--- config.mk ---
export PLATFORM = sky130hd
export DESIGN_NAME = mux_nx1_rr_flat
export DESIGN_NICKNAME = d
export VERILOG_FILES = /design/src/rtl/mux_nx1_rr_pkg.sv /design/src/rtl/mux_nx1_rr_if.sv /design/src/rtl/mux_nx1_rr_arb.sv /design/src/rtl/mux_nx1_rr.sv /design/src/flat_wrapper.sv
export SDC_FILE = /design/constraint.sdc
export NUM_CORES = 1
export LEC_CHECK = 0
export BUFFER_PORTS_ARGS = -buffer_cell sky130_fd_sc_hd__buf_2
export CAP_MARGIN = 20
export CORE_ASPECT_RATIO = 1.25
export CORE_MARGIN = 2
export CORE_UTILIZATION = 42
export DETAILED_ROUTE_END_ITERATION = 10
export PLACE_DENSITY = 0.76
export SLEW_MARGIN = 20
export SYNTH_ARGS = -nofsm -noshare
export SYNTH_HDL_FRONTEND = slang
export SYNTH_SLANG_ARGS = --single-unit
--- constraint.sdc ---
create_clock -name clk -period 8.7 [get_ports clk]
set_input_delay 0.435 -clock clk [delete_from_list [all_inputs] [get_ports clk]]
set_output_delay 0.435 -clock clk [all_outputs]
set_load 0.01 [all_outputs]
--- src/rtl/mux_nx1_rr_pkg.sv ---
// mux_nx1_rr shared package
// mode encodings and select-width helper
package mux_pkg;

  localparam logic MODE_FIXED = 1'b0;
  localparam logic MODE_RR    = 1'b1;

  function automatic int sel_w(int n);
    return (n < 2) ? 1 : $clog2(n);
  endfunction

endpackage

--- src/rtl/mux_nx1_rr_if.sv ---
// mux_nx1_rr channel/output bundle
// master drives inputs, slave is the mux
interface mux_nx1_rr_if
  import mux_pkg::*;
#(
  parameter int N_CH  = 10,
  parameter int WIDTH = 8
);

  localparam int SEL_W = sel_w(N_CH);

  logic [N_CH*WIDTH-1:0] din;
  logic [N_CH-1:0]       din_valid;
  logic [N_CH-1:0]       din_ready;
  logic                  mode;
  logic [SEL_W-1:0]      sel;
  logic [WIDTH-1:0]      out_data;
  logic [SEL_W-1:0]      out_ch;
  logic                  out_valid;
  logic                  out_ready;
  logic                  sel_err;

  modport master (
    output din, din_valid, mode,
    output sel, out_ready,
    input  din_ready, out_data,
    input  out_ch, out_valid, sel_err
  );

  modport slave (
    input  din, din_valid, mode,
    input  sel, out_ready,
    output din_ready, out_data,
    output out_ch, out_valid, sel_err
  );

endinterface

--- src/rtl/mux_nx1_rr_arb.sv ---
// rr_arbiter: combinational round-robin pick
// first req at or after ptr, wrapping
module rr_arbiter #(
  parameter int N  = 10,
  parameter int SW = 4
) (
  input  logic [N-1:0]  req,
  input  logic [SW-1:0] ptr,
  output logic [N-1:0]  gnt,
  output logic [SW-1:0] idx
);

  logic [2*N-1:0] dreq;
  logic           found;

  assign dreq = {req, req};

  // masked scan over the doubled request vector
  always_comb begin
    gnt   = '0;
    idx   = '0;
    found = 1'b0;
    for (int j = 0; j < 2*N; j++) begin
      if (!found && j >= int'(ptr)
          && dreq[j]) begin
        found       = 1'b1;
        gnt[j % N]  = 1'b1;
        idx         = SW'(j % N);
      end
    end
  end

endmodule

--- src/rtl/mux_nx1_rr.sv ---
// mux_nx1_rr: N:1 registered channel mux
// fixed-select or round-robin, valid/ready
module mux_nx1_rr
  import mux_pkg::*;
#(
  parameter int N_CH  = 10,
  parameter int WIDTH = 8
) (
  input  logic         clk,
  input  logic         rst_n,
  mux_nx1_rr_if.slave  bus
);

  localparam int SEL_W = sel_w(N_CH);

  logic [N_CH-1:0]  gnt_rr;
  logic [N_CH-1:0]  gnt_fix;
  logic [N_CH-1:0]  grant;
  logic [SEL_W-1:0] idx_rr;
  logic [SEL_W-1:0] gidx;
  logic [SEL_W-1:0] ptr;
  logic [WIDTH-1:0] sel_data;
  logic [WIDTH-1:0] data_q;
  logic [SEL_W-1:0] ch_q;
  logic             valid_q;
  logic             err_q;
  logic             sel_ok;
  logic             load_en;
  logic             xfer;

  assign sel_ok  = int'(bus.sel) < N_CH;
  assign load_en = !valid_q || bus.out_ready;

  rr_arbiter #(
    .N  (N_CH),
    .SW (SEL_W)
  ) u_arb (
    .req (bus.din_valid),
    .ptr (ptr),
    .gnt (gnt_rr),
    .idx (idx_rr)
  );

  // fixed-select grant, none when sel is out of range
  always_comb begin
    gnt_fix = '0;
    for (int i = 0; i < N_CH; i++) begin
      gnt_fix[i] = sel_ok
        && (int'(bus.sel) == i)
        && bus.din_valid[i];
    end
  end

  // choose grant source by mode
  always_comb begin
    grant = gnt_fix;
    gidx  = bus.sel;
    if (bus.mode == MODE_RR) begin
      grant = gnt_rr;
      gidx  = idx_rr;
    end
  end

  assign bus.din_ready = rst_n
    ? (grant & {N_CH{load_en}})
    : '0;
  assign xfer = |bus.din_ready;

  // AND-OR data select over one-hot grant
  always_comb begin
    sel_data = '0;
    for (int i = 0; i < N_CH; i++) begin
      sel_data |= bus.din[i*WIDTH +: WIDTH]
        & {WIDTH{grant[i]}};
    end
  end

  // output register: load on transfer, drain on ready
  always_ff @(posedge clk or negedge rst_n) begin
    if (!rst_n) begin
      data_q  <= '0;
      ch_q    <= '0;
      valid_q <= 1'b0;
    end else if (xfer) begin
      data_q  <= sel_data;
      ch_q    <= gidx;
      valid_q <= 1'b1;
    end else if (bus.out_ready) begin
      valid_q <= 1'b0;
    end
  end

  // round-robin pointer moves past each RR winner
  always_ff @(posedge clk or negedge rst_n) begin
    if (!rst_n) begin
      ptr <= '0;
    end else if (xfer && bus.mode == MODE_RR) begin
      ptr <= (int'(gidx) == N_CH-1)
        ? '0 : gidx + 1'b1;
    end
  end

  // one-cycle flag for out-of-range fixed select
  always_ff @(posedge clk or negedge rst_n) begin
    if (!rst_n) begin
      err_q <= 1'b0;
    end else begin
      err_q <= (bus.mode == MODE_FIXED)
        && !sel_ok;
    end
  end

  assign bus.out_data  = data_q;
  assign bus.out_ch    = ch_q;
  assign bus.out_valid = valid_q;
  assign bus.sel_err   = err_q;

endmodule

--- src/flat_wrapper.sv ---
// flat-port wrapper written by rule: the top's interface ports become plain ports
module mux_nx1_rr_flat import mux_pkg::*;
#(
  parameter int N_CH  = 10,
  parameter int WIDTH = 8
)
  (clk, rst_n, bus_din, bus_din_valid, bus_mode, bus_sel, bus_out_ready, bus_din_ready, bus_out_data, bus_out_ch, bus_out_valid, bus_sel_err);
  mux_nx1_rr_if #(.N_CH(N_CH), .WIDTH(WIDTH)) bus_i ();
  input  logic clk;
  input  logic rst_n;
  input wire logic [$bits(bus_i.din)-1:0] bus_din;
  input wire logic [$bits(bus_i.din_valid)-1:0] bus_din_valid;
  input wire logic [$bits(bus_i.mode)-1:0] bus_mode;
  input wire logic [$bits(bus_i.sel)-1:0] bus_sel;
  input wire logic [$bits(bus_i.out_ready)-1:0] bus_out_ready;
  output wire logic [$bits(bus_i.din_ready)-1:0] bus_din_ready;
  output wire logic [$bits(bus_i.out_data)-1:0] bus_out_data;
  output wire logic [$bits(bus_i.out_ch)-1:0] bus_out_ch;
  output wire logic [$bits(bus_i.out_valid)-1:0] bus_out_valid;
  output wire logic [$bits(bus_i.sel_err)-1:0] bus_sel_err;
  assign bus_i.din = bus_din;
  assign bus_i.din_valid = bus_din_valid;
  assign bus_i.mode = bus_mode;
  assign bus_i.sel = bus_sel;
  assign bus_i.out_ready = bus_out_ready;
  assign bus_din_ready = bus_i.din_ready;
  assign bus_out_data = bus_i.out_data;
  assign bus_out_ch = bus_i.out_ch;
  assign bus_out_valid = bus_i.out_valid;
  assign bus_sel_err = bus_i.sel_err;
  mux_nx1_rr #(.N_CH(N_CH), .WIDTH(WIDTH)) u_core (.clk(clk), .rst_n(rst_n), .bus(bus_i));
endmodule
Yosys cells after proc, flatten, opt, wreduce, memory -nomap -nowiden
Index checks and enable logic that the tools add are counted.
{"block": "totals", "ff_bits": 18, "in_bits": 98, "out_inout_bits": 24, "elab_cells": 197}
{"block": "classes", "add_sub_neg": 1, "magnitude_cmp": 16, "eq_ne": 10, "n_mux": 63, "bitwise": 21, "reduce_logical": 81}
{"op": "$and 8x8->8", "count": 10}
{"op": "$mux 4", "count": 19}
{"op": "$or 8x8->8", "count": 9}
{"op": "$logic_and 1x1->1", "count": 56}
{"op": "$mux 1", "count": 41}
{"op": "$eq 4x4->1 const B", "count": 7}
{"op": "$ge 4x4->1 const A", "count": 7}
{"op": "$logic_not 1->1", "count": 21}
{"op": "$mux 10", "count": 2}
{"op": "$ge 3x4->1 const A", "count": 4}
{"op": "$and 10x10->10", "count": 1}
{"op": "$reduce_or 10->1", "count": 1}
{"op": "$eq 4x3->1 const B", "count": 2}
{"op": "$ge 1x4->1 const A", "count": 2}
{"op": "$ge 2x4->1 const A", "count": 2}
{"op": "$add 4x1->4 const B", "count": 1}
{"op": "$eq 4x2->1 const B", "count": 1}
{"op": "$logic_not 4->1", "count": 1}
{"op": "$lt 4x4->1 const B", "count": 1}
{"op": "$mux 2", "count": 1}
{"op": "$reduce_bool 2->1", "count": 1}
{"op": "$logic_or 1x1->1", "count": 1}
{"op": "$not 1->1", "count": 1}

Depth between registers and ports, before layout
Gate-level depths: netlist of the first run.
{"block": "logic_depth", "word_depth": 85, "mapped_depth": 13}

By module
From an unflattened synthesis of the first run, not the netlist that was laid out.
{"block": "hier_totals", "hier_cells": 315, "hier_area_um2": 2566.2}
{"module": "mux_nx1_rr", "instances": 1, "cells_each": 209, "area_each_um2": 1865.5, "seq_area_each_um2": 450.4}
{"module": "rr_arbiter", "instances": 1, "cells_each": 106, "area_each_um2": 700.7, "seq_area_each_um2": 0.0}

Least setup slack after synthesis of the first run
Ideal clock, no wire load.
{"block": "synth_timing", "kind": "input to register", "from": "input bus_din_valid[1]", "to": "register u_core.ptr[1]", "setup_time_ns": 0.125, "t_arrival_ns": 2.805, "required_time_ns": 8.575, "slack_ns": 5.770, "stages": 10, "n_path_buf": 1, "cell_sequence": "or2_2 -> o311a_1 -> or3_1 -> buf_2 -> or4_4 -> a21oi_4 -> nor4_2 -> a31oi_4 -> nand2_2 -> mux2_4"}
{"block": "synth_via", "elab_chain_cells": 74, "elab_cells_between_ends": 116, "classes_between": "add/sub: 1; eq/ne: 1; mux: 60; bitwise: 1; reduce/logical: 53"}
{"item": "start, declared", "line_no": "flat_wrapper.sv:12", "text": "input wire logic [$bits(bus_i.din_valid)-1:0] bus_din_valid;"}
{"item": "branches (longest 74 deep; another with $logic_and 1x1->1)"}
{"item": "end signal, assigned", "line_no": "mux_nx1_rr.sv:98", "text": "ptr <= (int'(gidx) == N_CH-1)"}
{"item": "end, declared", "line_no": "mux_nx1_rr.sv:21", "text": "logic [SEL_W-1:0] ptr;"}
Several ways; the timed one is not identified.
A chain may end at the register's enable or synchronous reset.

Worst setup path in the final report of the first run
{"block": "layout_timing", "from": "register u_core.ptr[1]", "to": "register u_core.ptr[1]"}
{"block": "layout_via", "elab_chain_cells": 79, "elab_cells_between_ends": 134, "classes_between": "add/sub: 1; order compare: 15; eq/ne: 1; mux: 61; bitwise: 1; reduce/logical: 55"}
{"item": "branches (longest 79 deep; another with $ge 1x4->1)"}
Several ways; the timed one is not identified.

==> results of run 1 <==
-- power by group through the flow --
stage / clock network (mW) / registers, mW / logic (mW)
after floorplan: 0 / 0.160 / 0.294
after global placement: 0 / 0.175 / 0.399
after detailed placement: 0 / 0.177 / 0.402
after CTS: 0.0694 / 0.176 / 0.403
after global routing: 0.0731 / 0.181 / 0.447
final: 0.0695 / 0.176 / 0.408
-- cell usage after synthesis, types with 2 or more instances --
cell and n:
sky130_fd_sc_hd__nand2_1 46, sky130_fd_sc_hd__a41o_1 2, sky130_fd_sc_hd__a31oi_1 12, sky130_fd_sc_hd__or2_2 2, sky130_fd_sc_hd__buf_2 7, sky130_fd_sc_hd__a31o_2 4, sky130_fd_sc_hd__o21a_1 5, sky130_fd_sc_hd__a21oi_1 11
sky130_fd_sc_hd__a211oi_1 9, sky130_fd_sc_hd__clkbuf_1 12, sky130_fd_sc_hd__nor4_1 6, sky130_fd_sc_hd__nor2b_1 15, sky130_fd_sc_hd__o22ai_1 2, sky130_fd_sc_hd__or3_1 3, sky130_fd_sc_hd__mux2_4 2, sky130_fd_sc_hd__nor2_1 27
sky130_fd_sc_hd__nand4_1 2, sky130_fd_sc_hd__nor3_1 7, sky130_fd_sc_hd__a222oi_1 16, sky130_fd_sc_hd__and2_1 4, sky130_fd_sc_hd__nor4b_1 2, sky130_fd_sc_hd__a21o_1 3, sky130_fd_sc_hd__a21boi_0 2, sky130_fd_sc_hd__o21ai_0 18
sky130_fd_sc_hd__or4_1 2, sky130_fd_sc_hd__and3_1 5, sky130_fd_sc_hd__o31ai_1 3, sky130_fd_sc_hd__nand3b_1 2, sky130_fd_sc_hd__dfrtp_1 18, sky130_fd_sc_hd__nand3_1 9, sky130_fd_sc_hd__inv_1 15, sky130_fd_sc_hd__mux2_2 2
-- layout by cell type (no fill, tap or decap), types with 3 or more instances in the layout --
cell type                  netlist  layout
sky130_fd_sc_hd__nor3_1          7       7
sky130_fd_sc_hd__nand2_1        46      46
sky130_fd_sc_hd__a222oi_1       16      16
sky130_fd_sc_hd__buf_2           7     121
sky130_fd_sc_hd__nor2_1         27      27
sky130_fd_sc_hd__or3_1           3       3
sky130_fd_sc_hd__nand3_1         9       9
sky130_fd_sc_hd__dfrtp_1        18      18
sky130_fd_sc_hd__o21a_1          5       5
sky130_fd_sc_hd__and2_1          4       4
sky130_fd_sc_hd__a31o_2          4       4
sky130_fd_sc_hd__o21ai_0        18      17
sky130_fd_sc_hd__a211oi_1        9       9
sky130_fd_sc_hd__nor2b_1        15      15
sky130_fd_sc_hd__nor4_1          6       6
sky130_fd_sc_hd__clkbuf_8        0       4
sky130_fd_sc_hd__a21oi_1        11      11
sky130_fd_sc_hd__a21o_1          3       3
sky130_fd_sc_hd__and3_1          5       5
sky130_fd_sc_hd__a31oi_1        12      12
sky130_fd_sc_hd__o31ai_1         3       3
sky130_fd_sc_hd__inv_1          15      15
-- stage by stage --
stage | area (um2) | total power [mW] | utilization [%] | instances
final | 2860 | 0.654 | 56.3 | 475
after global routing | 2860 | 0.701 | 56.3 | 475
after CTS | 2860 | 0.648 | 56.3 | 475
after detailed placement | 2800 | 0.579 | 55.2 | 471
after global placement | 2800 | 0.574 | 55.2 | 471
after floorplan | 2200 | 0.455 | - | 308
-- sequential cells by signal (all words and copies together), names as in the netlist --
name	count
u_core.bus.out_data	8
u_core.bus.out_valid	1
u_core.bus.sel_err	1
u_core.bus.out_ch	4
u_core.ptr	4
-- worst max-delay path by stage --
stage	startpoint	to	slack [ns]	cells after the start
after floorplan	bus_din_valid[1]	u_core.ptr[1]	5.77	10
after global placement	u_core.ptr[3]	u_core.ptr[2]	5.06	9
after detailed placement	u_core.ptr[1]	u_core.ptr[1]	4.95	9
after CTS	u_core.ptr[1]	u_core.ptr[2]	4.93	9
after global routing	u_core.ptr[1]	u_core.ptr[2]	4.66	9
final	u_core.ptr[1]	u_core.ptr[1]	4.92	9
-- worst max-delay path, delay by kind of cell (launching register included) --
family | cells | cell delay [ns]
AOI/OAI and AO/OA | 4 | 1.32
muxes | 1 | 0.32
DFF | 1 | 0.63
and+or+nand+nor | 4 | 1.38
-- logic make-up (layout without fill, tap and decap cells) --
group                     after synthesis  count (layout)  synth area share, %
AOI/OAI and AO/OA                     107             107                 37.3
xor gates and xnor gates                1               1                0.397
buffers and inverters                  37             142                 6.87
DFF                                    18              18                 20.4
muxes                                   6               6                 3.35
and+or+nand+nor                       139             139                 31.6
-- cell type report --
cell class                 count  area, um2  share of cell area (%)
tap                           62       77.6                    2.71
clock buffer                   4       55.1                    1.93
timing repair buffer         122        613                    21.4
multi-input combinational    253       1600                    56.1
sequential                    18        450                    15.8
inverter                      16       60.1                    2.10
-- routing by layer --
layer  share of wire, %  vias to the layer above  wire length (um)  track usage, %
met5                  0                        -                 0               0
met4                4.9                        0               407            14.1
met3                8.8                       34               727            5.57
met2                 50                      215              4130            47.3
met1                 36                     1376              2990            34.5
li1                   -                     1380                 -               -
==> summary by stage, run 1 <==
Drt
The DRC violation count after routing is 0. After detailed routing, the average wire length per cell comes to 17.4 um. The sum of routed wire length over all layers is 8260 um. For this run, the detailed router's first-pass iteration total came to 6. In this run, the number of DRC markers left after iteration 0 of detailed routing was 349. The remaining number of nets flagged by the antenna check after routing is 0. The detail-routed via count per cell is 6.33. The vias after detailed routing is 3,005.

Place
The detailed placement HPWL is 6730 um. Timing analysis after detailed placement gives a worst setup slack of 4.95 ns. The number of input and output port buffers inserted is 121. The global placement routability congestion is 1.04.

Clock tree
After clock tree synthesis, the clock-pin slew on the worst setup and hold paths is 0.07 ns. The number of cells upsized or downsized after cts is 0. Counting along the longest clock path gives a buffer depth of 2. The depth of the CTS H-tree is 1. For the worst-skew pair, the clock arrives at the later sink with an insertion delay of 0.25 ns. The hold buffer count at CTS is 0. The number of clock sinks seen by CTS is 18.

The count of buffers added by post-CTS timing repair for setup is 0. The number of clock buffers added by TritonCTS is 3. The CTS tree is yes. The cell sitting at the root of the clock tree is a sky130_fd_sc_hd__clkbuf_8.

Critical path
In this design, the stage delay of the slowest critical-path cell is 0.63 ns. Setup slack on the worst reg-to-reg path comes out at 4.92 ns. The highest-delay cell along the critical path is sky130_fd_sc_hd__dfrtp_1. The worst path arrival time is 3.92 ns.

The worst flop-to-flop path endpoint is u_core.ptr[1]. The data required time of the critical path is 8.84 ns. The critical path class is reg -> reg.

The sort of element at the start of the critical path is a flip-flop. Walking the worst path, the cells encountered are a21boi_1 > o22a_1 > or3_1 > or4_4 > a21oi_4 > nor4_2 > a31oi_4 > nand2_2 > mux2_4. The cell depth of the worst flop-to-flop path is 9. Along the worst path, the maximum fanout reaches 24. STA classifies the critical path endpoint as a flip-flop. In this run the critical register-to-register path is launched from u_core.ptr[1].

Synthesis
The mapped netlist covers 0.00220 mm2. Synthesis produced 308 cells. Counting flops with an async set or reset pin after synthesis yields a share of 100%. After synthesis the netlist holds a flip-flop and latch count of 18. Yosys mapped a number of flops with a built-in enable equal to 0. In the synthesized netlist the dominant register cell turns out to be sky130_fd_sc_hd__dfrtp_1. The post-synthesis net count is 406. The top cell type by area accounts for 20.4% of the synthesized area. The synthesized area divided by synthesized cell count is 7.16 um2. The largest total area in the synthesized netlist belongs to sky130_fd_sc_hd__dfrtp_1. In the post-synthesis netlist, the biggest area contributors are sky130_fd_sc_hd__dfrtp_1, sky130_fd_sc_hd__nand2_1, sky130_fd_sc_hd__a222oi_1. The count of cell types in the netlist is 65.

Summing the sequential cell areas from Yosys gives 20.4% of the chip area. The total number of yosys warnings is 0.

Power
The clock network is responsible for 10.6% of the overall power. Combinational cells account for 62.4% of the total power. Dividing total power by cell area gives a power density of 229 mW/mm2. The net switching share of the total power is 49.4%. The power share of the sequential group is 27.0%. Summed over all nets, the switching power comes to 323 uW.

For this design the static power due to leakage is 1.37 nW. The cell internal power dissipation is 331 uW. The worst IR drop on VDD is 121 uV.

Timing
The final-report setup violation count is 0. The headroom to the max-slew limit is 44.5%. Across the routed clock network, the largest skew measured is 0.000770 ns. The final-report hold violation count was 0.

The smallest hold slack is 0.105 ns. The share of the clock period used by the worst path after layout is 43.5%. The setup TNS after final layout is 0 ns. The total count of max-transition violations in the final report came to 0. At the pin with the least slew margin, the transition time is 0.833 ns.

Setup repair after global routing left no endpoint under its margin. The setup slack after layout is 4.92 ns. The top achievable clock speed is 265 MHz.

Counting I/O delays and the setup requirement, the final critical path takes 3.78 ns.

Final layout
The antenna diode count is 0. The relative area change from synthesis to final layout is 29.7%. The layout has 520 filler cells. Cells with a size suffix above 1 make up 35.6% of the layout.

The net total in the final layout is 512.

Global routing
Summed over all layers, the global routing overflow is 0. The number of antenna violations at the first check in global routing is 0. The pin count of the biggest net entering global routing is 25. The first-pass GRT wire length is 12,900 um. The number of global-route vias before repair was 2,778. Global routing consumed, over all layers together, 28.6% of the routing resources.

Floorplan
The floorplan step defined a die boundary enclosing 0.00585 mm2. Measured along the x axis, the die boundary spans 68.8 um. The die extent in y is 85 um. The I/O pin count is 122. The number of rows in the core area is 29. The starting density of the core is 43.4%. The floorplan step defined a core boundary enclosing 0.00508 mm2.

Outcome
The run finished with clean final reports.

Run
The number of max-cap violations is 0.

Hold path
The class of the tightest hold or removal check is in -> async.
(Power assumes the default switching activity.)
==> inputs of run 2 (changes only) <==
--- a/config.mk
+++ b/config.mk
@@ -9,9 +9,9 @@
 export CAP_MARGIN = 20
 export CORE_ASPECT_RATIO = 1.25
 export CORE_MARGIN = 2
-export CORE_UTILIZATION = 42
+export CORE_UTILIZATION = 41
 export DETAILED_ROUTE_END_ITERATION = 10
-export PLACE_DENSITY = 0.76
+export PLACE_DENSITY = 0.78
 export SLEW_MARGIN = 20
 export SYNTH_ARGS = -nofsm -noshare
 export SYNTH_HDL_FRONTEND = slang
==> constraint.sdc (replaced) <==
create_clock -name clk -period 3.2 [get_ports clk]
set_input_delay 0.16 -clock clk [delete_from_list [all_inputs] [get_ports clk]]
set_output_delay 0.16 -clock clk [all_outputs]
set_load 0.01 [all_outputs]
==> summary by stage, run 2 (synthesis results as in run 1) <==
Critical path
The type of destination of the critical path is a flip-flop. The worst flop-to-flop path endpoint is u_core.ptr[1]. The register-to-register setup slack came to 0.15 ns (-4.77 ns). Following the worst setup path forward leads to its endpoint at u_core.ptr[1]. The critical path buffer and inverter count was 1 (+1). The logic depth of the worst setup path including buffers is 9 (unchanged). The worst path arrival time is 3.19 ns (-0.73 ns). Traced cell by cell, the critical path runs through nor2_1 > o311a_1 > or3_1 > buf_4 > or4_1 > and3_1 > a21oi_2 > mux2_1 > mux2_4. The dominant delay contributor by cell family on the critical path is simple AND/OR/NAND/NOR gates. In this run the worst setup path begins at u_core.ptr[1]. The maximum fanout count along the critical path came to 8 (-67%). By startpoint and endpoint, the worst setup path is classified as reg -> reg. Among all stages on the critical path, the largest delay is contributed by sky130_fd_sc_hd__dfrtp_1. The worst stage delay on the critical path is 0.49 ns (-0.14 ns).

The launching point of the worst reg2reg path is u_core.ptr[1]. The sort of element at the start of the critical path is a flip-flop. The data required time of the critical path was 3.34 ns (-5.50 ns).

The cell depth of the worst flop-to-flop path is 9 (unchanged).

Power
The worst IR drop on VDD is 319 uV (+160%). The total leakage power is 1.62 nW (+18%). The power density over the cells is 655 mW/mm2 (+190%).

Global routing
The number of global-route vias before repair came to 3,253 (+17%). The first-pass GRT wire length is 14,700 um (+14%). The number of antenna violations at the first check in global routing is 0 (unchanged). The overall routing resource usage came to 30.5% (+1.9 points). The global route total overflow came to 0 (unchanged).

The pin count of the biggest net entering global routing is 24 (-4.0%).

Clock tree
The depth of the CTS H-tree is 1 (unchanged). The buffer levels on the longest clock path is 2 (unchanged). The clock-pin transition on the worst setup and hold timing paths is 0.07 ns (about the same). The number of clock sinks seen by CTS is 18 (unchanged). The number of buffers inserted during clock tree synthesis came to 3 (unchanged). TritonCTS built the clock tree.

The worst-skew pair later-pin latency is 0.26 ns (about the same). In this run the clock root is driven by a sky130_fd_sc_hd__clkbuf_8.

Floorplan
The overall die area is 0.00598 mm2 (+2.3%). The die extent in y is 86.0 um (+1.2%). The horizontal die dimension is 69.6 um (+1.1%).

The I/O pin count is 122 (unchanged). The number of rows in the core area was 29 (unchanged). The starting density of the core came to 43.1% (-0.31 points). The core footprint came to 0.00512 mm2 (+0.71%).

Drt
The first-pass detailed-route iteration total is 6 (unchanged). The detailed-routed wire length on met2 is 4890 um (+18%). The DRC violation count after routing is 0 (unchanged). The wire length on met1 is 3320 um (+11%). The total length of routed met3 wires is 762 um (+4.8%).

The detailed router used layers up to and including met4. The per-cell routed wire length is 17.8 um (+2.6%). The detail-routed via count per cell was 6.08 (-3.8%). The vias after detailed routing is 3,188 (+6.1%). The remaining number of nets flagged by the antenna check after routing is 0 (unchanged). The sum of routed wire length over all layers is 9350 um (+13%). The violation count after the first detailed-route iteration was 290 (-17%).

Run
The number of max-cap violations was 0 (unchanged).

Place
The global placement routability congestion is 0.942 (-9.0%). The number of input and output port buffers inserted is 121 (unchanged). The post-placement cell count is 519 (+10%). The detailed placement HPWL is 7700 um (+14%).

Final layout
The flip-flop count of the largest register, all copies and words added is 8 (unchanged). The net total in the final layout is 561 (+9.6%). The final cell utilization of the core came to 63.9% (+7.6 points). Leaving out fill and tap cells, the most frequent cells in the layout are sky130_fd_sc_hd__buf_2, sky130_fd_sc_hd__buf_4, sky130_fd_sc_hd__nand2_1. The most frequent standard cell in the layout excluding fill and tap cells is sky130_fd_sc_hd__buf_2. The count of fill cells added during filler insertion is 460 (-12%).

The relative area change from synthesis to final layout is 48.4%. The antenna diode count is 0 (unchanged). The filler-free cell count of the finished design is 524 (+10%).

The share of layout cells above drive strength 1 is 43.5% (+7.9 points).

Timing
The final-report hold violation count is 0 (unchanged). The top achievable clock speed came to 328 MHz (+24%). The total count of max-transition violations in the final report is 0 (unchanged). The slew at the pin closest to its max-slew limit is 0.615 ns (-0.218 ns). The setup clock skew after layout is 0.00429 ns (+0.00352 ns). The headroom to the max-slew limit was 57.9% (+13 points).

The final-report setup violation count is 0 (unchanged). The share of the clock period used by the worst path after layout came to 95.3% (+52 points). The clock period minus final worst setup slack is 3.05 ns (-0.729 ns).

Outcome
The flow ran to the end, and the final reports show no timing, DRC or antenna violations.

Hold path
The class of the tightest hold or removal check is in -> reg.
[run 2: changes by cell type in the layout (fill, tap and decap cells not counted), sizes merged]
cell	before	now
buf	122	170
dlygate4sd3	0	1
[run 2: what timing repair did]
action / in CTS / in global routing
endpoints found under the hold margin: 18 / 0
hold buffers: 1 / 0
setup buffers: 0 / 0
resized for setup: 0 / 8
setup endpoints to repair: 0 / 14
[run 2: per-layer routing]
metal	up-vias	track usage (%)
met5	-	0
met4	0	14.8
met3	34	6.11
met2	201	58.1
met1	1479	31.6
li1	1474	-
[run 2: how the worst min path moves through the flow]
stage	from	end	slack (ns)	cells after the start
2_1_floorplan	rst_n	u_core.bus.out_ch[0]	-0.14	0
3_3_place_gp	rst_n	u_core.bus.out_data[2]	0.10	1
3_5_place_dp	rst_n	u_core.bus.out_data[2]	0.11	1
4_1_cts	bus_out_ready	u_core.bus.out_valid	0.08	2
5_1_grt	bus_out_ready	u_core.bus.out_valid	0.09	2
6_report	bus_out_ready	u_core.bus.out_valid	0.08	2
[run 2: final cells by class]
cell class	count	area (um2)	share of cell area (%)
Timing Repair Buffer	171	983	30.1
Clock buffer	4	55.1	1.68
Sequential cell	18	450	13.8
Inverter	16	60.1	1.84
Tap cell	62	77.6	2.37
Multi-Input combinational cell	253	1640	50.3
[run 2: power breakdown]
group          switching [mW]  internal (mW)  total [mW]
clock                  0.0821          0.109       0.191
sequential              0.102          0.332       0.434
combinational           0.801          0.716        1.52
total                   0.985           1.16        2.14
[run 2: metrics by stage]
stage                     setup WS (ns)  hold slack, ns  cell area, um2  TNS, ns  power (mW)
final                             0.149          0.0774            3270        0        2.14
after global routing            -0.0426          0.0884            3270  -0.0426        2.29
after CTS                        0.0827          0.0799            3230        0        2.07
after detailed placement          0.103           0.110            3160        0        1.88
after global placement            0.169           0.104            3160        0        1.85
after floorplan                   0.337          -0.136            2200        0        1.24
